[src/rtl/decode_stage.sv]
// Decode stage: decodes a raw RV instruction and buffers the result in a small
// in-order queue (DEPTH entries) so the consumer always sees registered outputs.
// Optional macro DECODE_RV64W_EN adds ADDIW/ADDW word-op decode (XLEN=64 only)
// and the out_word output.
module decode_stage #(
  parameter int XLEN  = 64,
  parameter int DEPTH = 2
) (
  input  logic            clk,
  input  logic            reset,
  input  logic            in_valid,
  output logic            in_ready,
  input  logic [31:0]     in_instr,
  input  logic [XLEN-1:0] in_pc,
  input  logic            flush,
  output logic            out_valid,
  input  logic            out_ready,
  output logic [XLEN-1:0] out_pc,
  output logic [4:0]      out_op,
  output logic [3:0]      out_alufunc,
  output logic            out_regwrite,
  output logic [4:0]      out_rd,
  output logic [4:0]      out_rs1,
  output logic [4:0]      out_rs2,
  output logic [XLEN-1:0] out_imm,
  output logic            out_illegal
`ifdef DECODE_RV64W_EN
  ,
  output logic            out_word
`endif
);

  localparam int PTR_W = (DEPTH > 1) ? $clog2(DEPTH) : 1;
  localparam int CNT_W = $clog2(DEPTH + 1);

  typedef enum logic [4:0] {
    OP_UNKNOWN = 5'd0,
    OP_ADDI    = 5'd1,
    OP_XORI    = 5'd2,
    OP_ORI     = 5'd3,
    OP_ANDI    = 5'd4,
    OP_ADD     = 5'd5,
    OP_SUB     = 5'd6,
    OP_LUI     = 5'd7,
    OP_ADDIW   = 5'd8,
    OP_ADDW    = 5'd9
  } op_e;

  typedef enum logic [3:0] {
    ALU_ADD   = 4'd0,
    ALU_SUB   = 4'd1,
    ALU_XOR   = 4'd2,
    ALU_OR    = 4'd3,
    ALU_AND   = 4'd4,
    ALU_PASSB = 4'd5
  } alu_e;

  typedef struct packed {
    logic [XLEN-1:0] pc;
    op_e             op;
    alu_e            alu;
    logic            regwrite;
    logic [4:0]      rd;
    logic [4:0]      rs1;
    logic [4:0]      rs2;
    logic [XLEN-1:0] imm;
    logic            illegal;
`ifdef DECODE_RV64W_EN
    logic            word;
`endif
  } entry_t;

  entry_t           dec;
  logic             legal;
  entry_t           mem [DEPTH];
  logic [PTR_W-1:0] head_ptr;
  logic [PTR_W-1:0] tail_ptr;
  logic [CNT_W-1:0] count;
  logic             push;
  logic             pop;

  logic [6:0] opcode;
  logic [2:0] funct3;
  logic [6:0] funct7;

  assign opcode = in_instr[6:0];
  assign funct3 = in_instr[14:12];
  assign funct7 = in_instr[31:25];

  assign in_ready  = (count < CNT_W'(DEPTH));
  assign out_valid = (count != '0);
  assign push      = in_valid & in_ready & ~flush;
  assign pop       = out_valid & out_ready & ~flush;

  // Combinational decode of the incoming word; illegal encodings collapse to zeros
  always_comb begin
    dec        = '0;
    legal      = 1'b1;
    dec.pc     = in_pc;
    dec.rd     = in_instr[11:7];
    dec.rs1    = in_instr[19:15];
    dec.rs2    = in_instr[24:20];
    case (opcode)
      7'b0010011: begin
        dec.imm = XLEN'($signed(in_instr[31:20]));
        case (funct3)
          3'b000:  begin dec.op = OP_ADDI; dec.alu = ALU_ADD; end
          3'b100:  begin dec.op = OP_XORI; dec.alu = ALU_XOR; end
          3'b110:  begin dec.op = OP_ORI;  dec.alu = ALU_OR;  end
          3'b111:  begin dec.op = OP_ANDI; dec.alu = ALU_AND; end
          default: legal = 1'b0;
        endcase
      end
      7'b0110011: begin
        if (funct7 == 7'b0000000 && funct3 == 3'b000) begin
          dec.op  = OP_ADD;
          dec.alu = ALU_ADD;
        end else if (funct7 == 7'b0100000 && funct3 == 3'b000) begin
          dec.op  = OP_SUB;
          dec.alu = ALU_SUB;
        end else begin
          legal = 1'b0;
        end
      end
      7'b0110111: begin
        dec.op  = OP_LUI;
        dec.alu = ALU_PASSB;
        dec.imm = XLEN'($signed({in_instr[31:12], 12'b0}));
      end
`ifdef DECODE_RV64W_EN
      7'b0011011: begin
        if (XLEN == 64 && funct3 == 3'b000) begin
          dec.op   = OP_ADDIW;
          dec.alu  = ALU_ADD;
          dec.imm  = XLEN'($signed(in_instr[31:20]));
          dec.word = 1'b1;
        end else begin
          legal = 1'b0;
        end
      end
      7'b0111011: begin
        if (XLEN == 64 && funct7 == 7'b0000000 && funct3 == 3'b000) begin
          dec.op   = OP_ADDW;
          dec.alu  = ALU_ADD;
          dec.word = 1'b1;
        end else begin
          legal = 1'b0;
        end
      end
`endif
      default: legal = 1'b0;
    endcase
    if (!legal) begin
      dec.op  = OP_UNKNOWN;
      dec.alu = ALU_ADD;
      dec.imm = '0;
    end
    dec.illegal  = ~legal;
    dec.regwrite = legal & (in_instr[11:7] != 5'd0);
  end

  // Queue pointers and occupancy; reset beats flush, flush beats push/pop
  always_ff @(posedge clk) begin
    if (reset) begin
      head_ptr <= '0;
      tail_ptr <= '0;
      count    <= '0;
    end else if (flush) begin
      head_ptr <= '0;
      tail_ptr <= '0;
      count    <= '0;
    end else begin
      if (push) tail_ptr <= tail_ptr + PTR_W'(1);
      if (pop)  head_ptr <= head_ptr + PTR_W'(1);
      if (push && !pop)      count <= count + CNT_W'(1);
      else if (pop && !push) count <= count - CNT_W'(1);
    end
  end

  // Entry storage is deliberately not reset; occupancy alone says what is valid
  always_ff @(posedge clk) begin
    if (push) mem[tail_ptr] <= dec;
  end

  assign out_pc       = mem[head_ptr].pc;
  assign out_op       = mem[head_ptr].op;
  assign out_alufunc  = mem[head_ptr].alu;
  assign out_regwrite = mem[head_ptr].regwrite;
  assign out_rd       = mem[head_ptr].rd;
  assign out_rs1      = mem[head_ptr].rs1;
  assign out_rs2      = mem[head_ptr].rs2;
  assign out_imm      = mem[head_ptr].imm;
  assign out_illegal  = mem[head_ptr].illegal;
`ifdef DECODE_RV64W_EN
  assign out_word     = mem[head_ptr].word;
`endif

endmodule

[config.mk]
export PLATFORM = sky130hd
export DESIGN_NAME = decode_stage
export DESIGN_NICKNAME = d
export VERILOG_FILES = /design/src/rtl/decode_stage.sv
export SDC_FILE = /design/constraint.sdc
export NUM_CORES = 1
export LEC_CHECK = 0
export ABC_AREA = 1
export CAP_MARGIN = 20
export CORE_UTILIZATION = 40
export CTS_BUF_LIST = sky130_fd_sc_hd__clkbuf_16
export CTS_CLUSTER_DIAMETER = 120
export CTS_CLUSTER_SIZE = 8
export DETAILED_ROUTE_END_ITERATION = 6
export PLACE_DENSITY_LB_ADDON = 0.05
export SLEW_MARGIN = 20
export SYNTH_ARGS = -nofsm -noshare
export SYNTH_HDL_FRONTEND = slang
export SYNTH_SLANG_ARGS = --single-unit
[constraint.sdc]
create_clock -name clk -period 8.2 [get_ports clk]
set_clock_uncertainty 0.1 [all_clocks]
set_input_delay 0.82 -clock clk [delete_from_list [all_inputs] [get_ports clk]]
set_output_delay 0.82 -clock clk [all_outputs]
set_load 0.02 [all_outputs]
==> results of run 1 <==
-- sequential cells by signal (all words and copies together), names as in the netlist, named ones only --
register and flops:
count 2, head_ptr 1, mem 238, tail_ptr 1
-- synthesized netlist by cell type (all sizes together) --
cell type  count
nor3           2
dfxtp          5
nand2         23
nand3         16
clkinv         1
or2            2
nor2          35
edfxtp       238
buf           53
conb           1
mux2         119
nand3b         1
o21ai         26
a21oi          7
ha             1
inv           59
-- stage by stage --
step / hold WS (ns) / utilization / cell area (um^2)
floorplan: 0.3217 / - / 9733
global placement: 0.3348 / 0.5218 / 12360
detailed placement: 0.3594 / 0.5218 / 12360
CTS: 0.3696 / 0.5621 / 13310
global route: 0.3888 / 0.5621 / 13310
finish: 0.3666 / 0.5621 / 13310
-- cell type report --
cell class	instances	area, um^2
clock buffer	37	925.9
clock inverter	7	30.03
fill	1962	10370
inverter	60	227.7
multi-input combinational	235	1909
sequential	243	7251
tap	319	399.1
timing repair buffer	258	2570
-- metal layers --
layer  wire [um]  global-route usage  part of all wire
met5          13                   0           0.00064
met4         340             0.04853             0.017
met3        1682             0.04188             0.082
met2       10180              0.2706              0.50
met1        8235              0.1980              0.40
-- worst min path at each step --
stage	slack (ns)	endpoint	depth (start not counted)
after CTS	0.37	count[0]$_SDFFE_PP0P_	1
after global routing	0.39	count[0]$_SDFFE_PP0P_	1
after global placement	0.33	count[0]$_SDFFE_PP0P_	1
after floorplan	0.32	count[0]$_SDFFE_PP0P_	1
final	0.37	flip-flop	2
after detailed placement	0.36	flip-flop	2
-- power breakdown --
part,internal (uW),switching [uW]
sequential,1400,8.41
combinational,122,113
clock,789,465
-- logic make-up after synthesis --
group	count (synthesis)	share of synthesized area
flops	243	0.7451
mux	119	0.1378
buf+inv	113	0.06085
simple gates	79	0.03757
compound gates	33	0.01698
fa+ha+maj	1	0.001286
other cells	1	0.0003856
-- critical path: cells and delay by family, from the launching register on --
kind     cells  cell delay (ns)
buf+inv      2             1.44
flops        1             0.92
mux          1             0.61
==> metrics list, run 1 <==
- Classification of the worst-slack hold path: reg2reg
* Die span in y: between 150 and 200 um
- In the final layout, the share of cells above drive strength 1 is 0.2071.
- Critical Path, Cell by Cell: buf_4 -> mux2_2 -> clkdlybuf4s50_1
- STA classifies the critical path startpoint as a flip-flop.
* Clk pin slew, worst setup/hold paths: approximately 0.050 ns
- In this run the critical register-to-register path is launched from count[1]$_SDFFE_PP0P_.
- Maximum number of pins on one net before global-route repair: 65
* Worst-Margin Slew: ~0.90 ns
- R2R setup slack: between 5 and 6 ns
- Max-cap violations in this run came to 0.
- Dividing the final minimum period by the clock period gives 0.5438.
- The core region is between 0.02 and 0.025 mm^2.
- In this run, post-CTS repair resized a total of 0 instances.
- For the worst-skew pair, the clock arrives at the later sink with an insertion delay of 0.48 ns.
* Number of ports placed on the die boundary: between 200 and 300
- The area growth from synthesis to layout is 36.88%.
- Hold Violations, Final: 0
- After detailed routing, the average wire length per cell comes to approximately 18 um.
- In this run the cell area of the synthesized design comes to ~0.0097 mm^2.
* Most area-consuming cells after synthesis: edfxtp_1 73%, mux2_2 14%, buf_4 2.9%
- Required arrival time at the worst endpoint: 7.28 ns
- The share of synthesized area in the top cell type comes to 0.7349.
- The library cell used most frequently in the layout, excluding fill and tap cells, is clkdlybuf4s50_1.
* Most frequent cells in the layout: 253 x clkdlybuf4s50_1, 238 x edfxtp_1, 119 x mux2_2
* Synth Instances: 589
- From left edge to right edge, the die measures between 150 and 200 um.
- The share of the Yosys chip area taken by registers is 0.7451.
- Number of slew-limit violations in the final report: 0
- The worst setup path is captured at an output port.
- In the routed layout, each cell is associated on average with a via count of 4.694.
* Hold_sp: head_ptr$_SDFFE_PP0P_
- Number of antenna violations at the first check in global routing: 1
- Final estimated routing congestion in global placement: between 0.7 and 0.8
- Total setup violations reported at the end of the flow: 0
- In this run, post-CTS hold repair placed 0 buffers.
- Setup repair after global routing left no endpoint under its margin.
- Cell chosen for the clock root: clkbuf_16
* Initial core utilization: 0.4107
- After the first detailed-routing iteration, the DRC count stood at approximately 330.
* Distinct cells, synth: 25
- Diode count: 0
- Setup Crit Path Kind: reg2out
- Each instance of the synthesized netlist takes up on average ~17 um^2.
* Total of buffers placed on input and output ports: approximately 250
- Result of the run: finished clean
- Total die area: roughly 0.025 mm^2
- In this run the tightest slew margin relative to its limit is 0.3986.
- After synthesis the netlist holds a flip-flop and latch count of roughly 240.
* First-pass GRT wire length: 29790 um
- Clock tree synthesis found a total of about 240 sinks.
- The clock tree synthesis step divided the H-tree into 2 levels.
- TritonCTS built the clock tree.
* DR pass1 iterations: 6
* Number of clock buffers inserted by TritonCTS: 36
* Number of global-route vias before repair: about 5500
- Of all cell types, the one taking the most synthesized area is edfxtp_1.
- For this block, the routed nets add up to just over 20000 um of wire.
* Critical Path Max Stage Delay: between 0.9 and 1 ns
- Cell depth of the worst flop-to-flop path: 5
- Final non-filler cell total: approximately 1200
- Total number of vias: roughly 5400
- Timing would allow up to ~0.22 GHz.
* GR Util All Layers: 0.1590
- Peak ir drop on the vdd network: 0.09877 mV
* Post-layout nets: approximately 940
- Once routing completed, OpenROAD measured the worst setup slack at ~3.7 ns.
- Detailed-route DRC error count: 0
- Power spread over the standard cell area amounts to between 200 and 250 mW/mm^2.
- HPWL after detailed placement: roughly 13000 um
- Capturing point of the worst reg2reg path: mem[1][16]$_DFFE_PP_
* Overall power of the completed layout: 2895 uW
- The slowest stage of the critical path belongs to the cell dfxtp_4.
* Standard-cell rows: 56
- Data arrives at the worst endpoint at ~3.5 ns.
- Yosys synthesis warning count: 0
* Max Buffers Root-to-Sink: 3
* Sum of overflow across all layers after global routing: 0
- Period minus WS final: ~4.5 ns
- Along the worst path, the maximum fanout reaches 64.
* Sum of negative setup slack: 0 ns
- Leak Pwr: ~0.0048 uW
- In this run, placement finished with an instance count of approximately 1100.
- End point of the critical path: out_imm[53]
* Setup fix buffers added after clock tree synthesis: 0
- Worst slack at placement: between 4 and 5 ns
- In this run the remaining antenna-violating nets after routing total 0.
(Power assumes the default switching activity.)
==> run 2: changes to the inputs <==
- clock period: 8.2 -> 3.9 ns (I/O delays scaled with it)
==> run 2 against run 1 <==
  * Register-to-register slack lost 3.5 ns
  * Sequential power increased by 110%
  * Total power up 110%
  * Combinational power increased by 110%
  * Global-route usage rose by 0.75 points
  * Clock power rose by 110%
  * Die area did not move
  * Final area grew 0.31%
  * Non-clock buffer count up 1
  * Setup slack worse by 2.9 ns
  * Critical path type unchanged
  * Critical endpoint is now out_pc[43]
==> metrics list, run 2 (synthesized netlist as in run 1, its figures left out) <==
* Sum of negative setup slack: 0 ns
- Post-DR wirelength/cell: around 18 um
* GR Util All Layers: 0.1666
- Cell chosen for the clock root: clkbuf_16
- First-pass GRT wire length: just over 30000 um
* Crit path max fanout: 34
* Quantity of hold-fixing buffers added after cts: 0
- M3 GR Usage: 0.04763
- Total of buffers placed on input and output ports: approximately 250
- Crit path capture type: output port
* Data arrival time of the critical path: between 2 and 3 ns
- Number of global-route vias before repair: between 5000 and 6000
- For the pin with the worst max-slew slack, the measured transition is between 0.7 and 0.8 ns.
- For this configuration, the core starts out at a cell density of 0.4107.
- Sum of overflow across all layers after global routing: 0
- The floorplan step set the die width to 157.9 um.
- Counting along the longest clock path gives a buffer depth of 3.
- For this run, design rule violations remaining after detail routing come to 0.
- The layer flagged by global routing as most heavily used is met2.
- Excluding fillers, the count of instances in the completed layout stands at around 1200.
* Number of antenna violations at the first check in global routing: 0
- Biggest registers after layout: mem (238), count (2)
- At the end of the flow the core is filled with cells to 0.5639.
* Peak ir drop on the vdd network: 0.2786 mV
- In this run the worst hold path is classified as in2reg.
* Result of the run: finished clean
- The floorplan has between 50 and 60 rows.
- The number of pins with negative max-slew slack in the final report came to 0.
- Entering global routing, the biggest net connects 120 pins.
* Total number of vias: about 5500
- Hold Violations, Final: 0
- Wire length reported by the detailed router: 20880 um
- Critical Path Max Stage Delay: roughly 0.67 ns
- Clk pin slew, worst setup/hold paths: 0.05 ns
- DR pass1 iterations: 5
- In this run the standard cell core region covers 0.02368 mm^2.
- Critical Path, Cell by Cell: buf_4 -> mux2_2 -> clkdlybuf4s50_1
* Setup fix buffers added after clock tree synthesis: 0
- RSZ-0062 raised after global routing: false
- The smallest clock period supported by the final layout is computed as 3.029 ns.
* Setup Crit Path Kind: reg2out
- Number of gates resized after cts: 0
- Startpoint type of the worst setup path: flip-flop
- HPWL after detailed placement: approximately 13000 um
- Of the cells placed in the final design, the portion with a size suffix greater than 1 is 0.2083.
- The library cell used most frequently in the layout, excluding fill and tap cells, is clkdlybuf4s50_1.
- Largest register FFs: around 240
* Worst slew margin: 0.4879
- The die covers 0.02494 mm^2.
- In the global route stage, met2 resource usage came out at 0.2750.
- Post-route fraction of the period consumed by the critical path: 0.7767
* Count of nets left with antenna violations after detail routing: 0
* Skew-Pair Late Insertion Delay: approximately 0.48 ns
- Among all stages on the critical path, the largest delay is contributed by dfxtp_4.
* Power density of the placed cells: roughly 460 mW/mm^2
* Max-capacitance violation count: 0
- The top cell types in the final layout, fill and taps aside, are 253 x clkdlybuf4s50_1, 238 x edfxtp_1, 119 x mux2_2.
- The analysis attributes to cell leakage a power of 0.004820 uW.
- Counting flops per register, the top entry is mem.
* Required arrival time at the worst endpoint: roughly 3.4 ns
- Based on the critical path, the design can be clocked at up to approximately 0.33 GHz.
* DRT iter0 DRCs: 281
- Final estimated routing congestion in global placement: approximately 0.77
- Die span in y: 157.9 um
* Total setup violations reported at the end of the flow: 0
- H-Tree Level Count: 2
* Number of ports placed on the die boundary: between 200 and 300
- Post-layout nets: 937
- Overall power of the completed layout: roughly 6000 uW
- Number of clock buffers inserted by TritonCTS: 36
* Diode count: 0
- Using the TritonRoute via totals, the vias-per-cell ratio works out to 4.733.
- Grt met1 use: 0.2112
- Clock tree from TritonCTS: yes
- TritonCTS sink count: 243
- Placed Cells incl. Taps: approximately 1100
* Area added between synthesis and finish: 37.31%
[run 2: stage by stage]
step	instance area [um^2]	hold slack (ns)	setup slack (ns)
5_1_grt	13350	0.3608	0.7197
2_1_floorplan	9738	0.3217	-0.4536
3_3_place_gp	12400	0.3344	1.374
4_1_cts	13350	0.3547	0.8086
6_report	13350	0.3846	0.8708
3_5_place_dp	12400	0.3772	1.349
[run 2: final cells by class]
type | count | area, um^2
Clock buffer | 37 | 925.9
Clock inverter | 6 | 26.28
Fill cell | 1960 | 10330
Inverter | 60 | 227.7
Multi-Input combinational cell | 235 | 1909
Sequential cell | 243 | 7251
Tap cell | 319 | 399.1
Timing Repair Buffer | 259 | 2615
[run 2: path summary, 6_finish.rpt]
path                                             from                     to  slack (ns)  depth (start not counted)
worst max-delay path                        flip-flop             out_pc[43]        0.87                          3
worst min-delay path                         in_pc[9]   mem[1][99]$_DFFE_PP_        0.38                          1
worst max register to register  count[1]$_SDFFE_PP0P_  mem[0][106]$_DFFE_PP_        1.92                          4
worst min register to register  count[0]$_SDFFE_PP0P_  count[0]$_SDFFE_PP0P_        0.39                          1
[run 2: routing by layer]
layer	vias to the layer above	share of wire	wire length (um)
met1	2674	0.43	8942
met3	29	0.071	1480
met2	204	0.48	10130
met4	0	0.016	333
met5	-	0	0
li1	2579	-	-
[run 2: worst max-delay path, delay by kind of cell (launching register included)]
kind | cells | cell delay (ns)
mux | 1 | 0.39
buf+inv | 2 | 0.96
flops | 1 | 0.67
[run 2: power by group]
group | switching, uW | internal, uW
sequential | 16.4 | 2940
combinational | 242 | 259
clock | 991 | 1660
total | 1250 | 4860
==> run 3: changes to the inputs <==
- clock period: 3.9 -> 2.7 ns (I/O delays scaled with it)
==> run 3 against run 2 <==
  * Sequential share of layout area shrank 0.42 points
  * Cell count is 0.43% higher
  * Final area increased by 0.81%
==> metrics list, run 3 (synthesized netlist as in run 1, its figures left out) <==
- Following the worst setup path forward leads to its endpoint at out_illegal.
- The critical path is of the reg2out type.
- between 200 and 300 I/O pins were placed.
* Number of antenna violations at the first check in global routing: 0
- The worst register-to-register path ends at count[1]$_SDFFE_PP0P_.
- Detailed-route DRC error count: 0
- Total of buffers placed on input and output ports: about 250
* Clock tree from TritonCTS: yes
- No sink is reached through more buffers than the 3 on the longest clock path.
* Maximum number of pins on one net before global-route repair: 71
- Standard-cell rows: between 50 and 60
- After routing the design area is roughly 0.013 mm^2.
- Max-capacitance violation count: 0
- Counting cells, the worst reg-to-reg path comes to 8.
* Result of the run: finished clean
* Most common cell after layout, fill and taps aside: clkdlybuf4s50_1
- Fraction of final layout cells sized beyond drive strength 1: 0.2154
- Crit path max fanout: 31
* Via-to-Cell Ratio: 4.705
- Compared with the post-synthesis result, the final layout area differs by 38.42%.
* Total die area: 0.02494 mm^2
* Number of slew-limit violations in the final report: 0
* Final core utilization: 0.5684
- The total overflow left after global routing is 0.
- Setup repair after global routing left no endpoint under its margin.
- The worst register-to-register path begins at count[0]$_SDFFE_PP0P_.
* Die Wd: 157.9 um
- DR pass1 iterations: 6
* F_max: a little under 0.4 GHz
* Count of nets left with antenna violations after detail routing: 0
- Summed over all cells, the static leakage comes to 0.004864 uW.
* Data arrival time of the critical path: about 2.2 ns
* Skew-Pair Late Insertion Delay: 0.48 ns
* Largest register FFs: 238
- The worst setup path is launched from a flip-flop.
- Biggest registers after layout: mem (238), count (2)
- Clk pin slew, worst setup/hold paths: ~0.040 ns
- Wire length reported by the detailed router: just over 20000 um
- R2R setup slack: 1.09 ns
- Classification of the worst-slack hold path: in2reg
* Peak ir drop on the vdd network: 0.4647 mV
* Post-DR wirelength/cell: around 18 um
- The H-tree was split into 2 levels.
* Total number of vias: approximately 5500
* Final estimated routing congestion in global placement: 0.7347
- First-pass GRT wire length: 30200 um
- In this run the clock root is driven by a clkbuf_16.
- Power density of the placed cells: between 600 and 700 mW/mm^2
- The core region is about 0.024 mm^2.
- In the final design database the tool counted 941 nets.
* HPWL after detailed placement: approximately 13000 um
- Fill count: 1962
* Post-place instance area: 0.01249 mm^2
* Number of clock buffers inserted by TritonCTS: 36
- At the worst endpoint, the required time is about 2.3 ns.
- For the finished layout, the period the worst path requires is around 2.6 ns.
- TritonCTS sink count: approximately 240
* Diode count: 0
* Total setup violations reported at the end of the flow: 0
- The floorplan step set the die height to 157.9 um.
* DRT iter0 DRCs: 245
- The initial utilization of the core area, before any placement, comes to 0.4107.
- Hold Violations, Final: 0
- Largest Register: mem
- Across every metal layer, demand over resource in global routing totals 0.1615.
- In the layout the commonest cells are 253 x clkdlybuf4s50_1, 238 x edfxtp_1, 118 x mux2_2.
- Dividing the final minimum period by the clock period gives 0.9573.
- Number of global-route vias before repair: between 5000 and 6000
- Crit path capture type: output port
-- run 3: changes by cell type in the layout (fill, tap and decap cells not counted) --
cell / previous run / this run
buf_12: 3 / 7
buf_4: 3 / 2
buf_6: 0 / 1
dfxtp_1: 4 / 3
dfxtp_2: 0 / 1
inv_4: 1 / 2
mux2_2: 119 / 118
mux2_4: 0 / 1
nand3_1: 15 / 14
nand3_4: 1 / 2
-- run 3: routing by layer --
| layer | global-route usage | vias up | wire, um |
|---|---|---|---|
| met3 | 0.04818 | 32 | 1572 |
| met4 | 0.04716 | 0 | 337 |
| li1 | - | 2602 | - |
| met5 | 0 | - | 0 |
| met1 | 0.2084 | 2666 | 8881 |
| met2 | 0.2628 | 177 | 9786 |
-- run 3: stage by stage --
| step | TNS, ns | setup WS, ns | power (uW) | hold slack (ns) | std cells |
|---|---|---|---|---|---|
| global route | 0 | 0.03276 | 9122 | 0.2493 | 1164 |
| CTS | 0 | 0.06674 | 8931 | 0.2491 | 1164 |
| floorplan | -30.75 | -0.1394 | 4664 | 0.2689 | 591 |
| detailed placement | 0 | 0.3892 | 5073 | 0.3666 | 1119 |
| finish | 0 | 0.1153 | 8793 | 0.2711 | 1164 |
| global placement | 0 | 0.4282 | 5060 | 0.3361 | 1119 |
-- run 3: report_power, final --
| group | leakage (uW) | internal [uW] | switching (uW) | total (uW) |
|---|---|---|---|---|
| sequential | 0.00222 | 4240 | 21.3 | 4260 |
| clock | 0.000488 | 2400 | 1400 | 3790 |
| combinational | 0.00216 | 384 | 354 | 738 |
| total | 0.00486 | 7020 | 1770 | 8790 |
-- run 3: repair_timing --
item / 4_1_cts / 5_1_grt
setup buffers: 1 / 0
endpoints found under the setup margin: 49 / 0
gates resized for setup: 1 / 0
hold buffers: 0 / 0
-- run 3: how the worst min path moves through the flow --
stage	startpoint	cells after the start	endpoint	slack, ns
floorplan	in_pc[10]	0	mem[0][100]$_DFFE_PP_	0.27
global route	in_pc[42]	1	mem[1][132]$_DFFE_PP_	0.25
detailed placement	count[0]$_SDFFE_PP0P_	1	count[0]$_SDFFE_PP0P_	0.37
finish	in_pc[33]	1	mem[0][123]$_DFFE_PP_	0.27
CTS	in_pc[23]	1	mem[0][113]$_DFFE_PP_	0.25
global placement	count[0]$_SDFFE_PP0P_	1	count[0]$_SDFFE_PP0P_	0.34
-- run 3: worst max-delay path, cell delays in order, from the launching register on --
cell and delay [ns]:
dfxtp_4 0.51, buf_12 0.25, mux2_2 0.40, clkdlybuf4s50_1 0.56
-- run 3: layout make-up --
| class | count | area (um^2) | share of cell area |
|---|---|---|---|
| clock inverters | 7 | 30.03 | 0.002231 |
| repair buffers | 263 | 2699 | 0.2005 |
| flip-flops and latches | 243 | 7252 | 0.5387 |
| well taps | 319 | 399.1 | 0.02965 |
| clock buffers | 37 | 925.9 | 0.06878 |
| inverters | 60 | 230.2 | 0.01710 |
| multi-input cells | 235 | 1926 | 0.1430 |
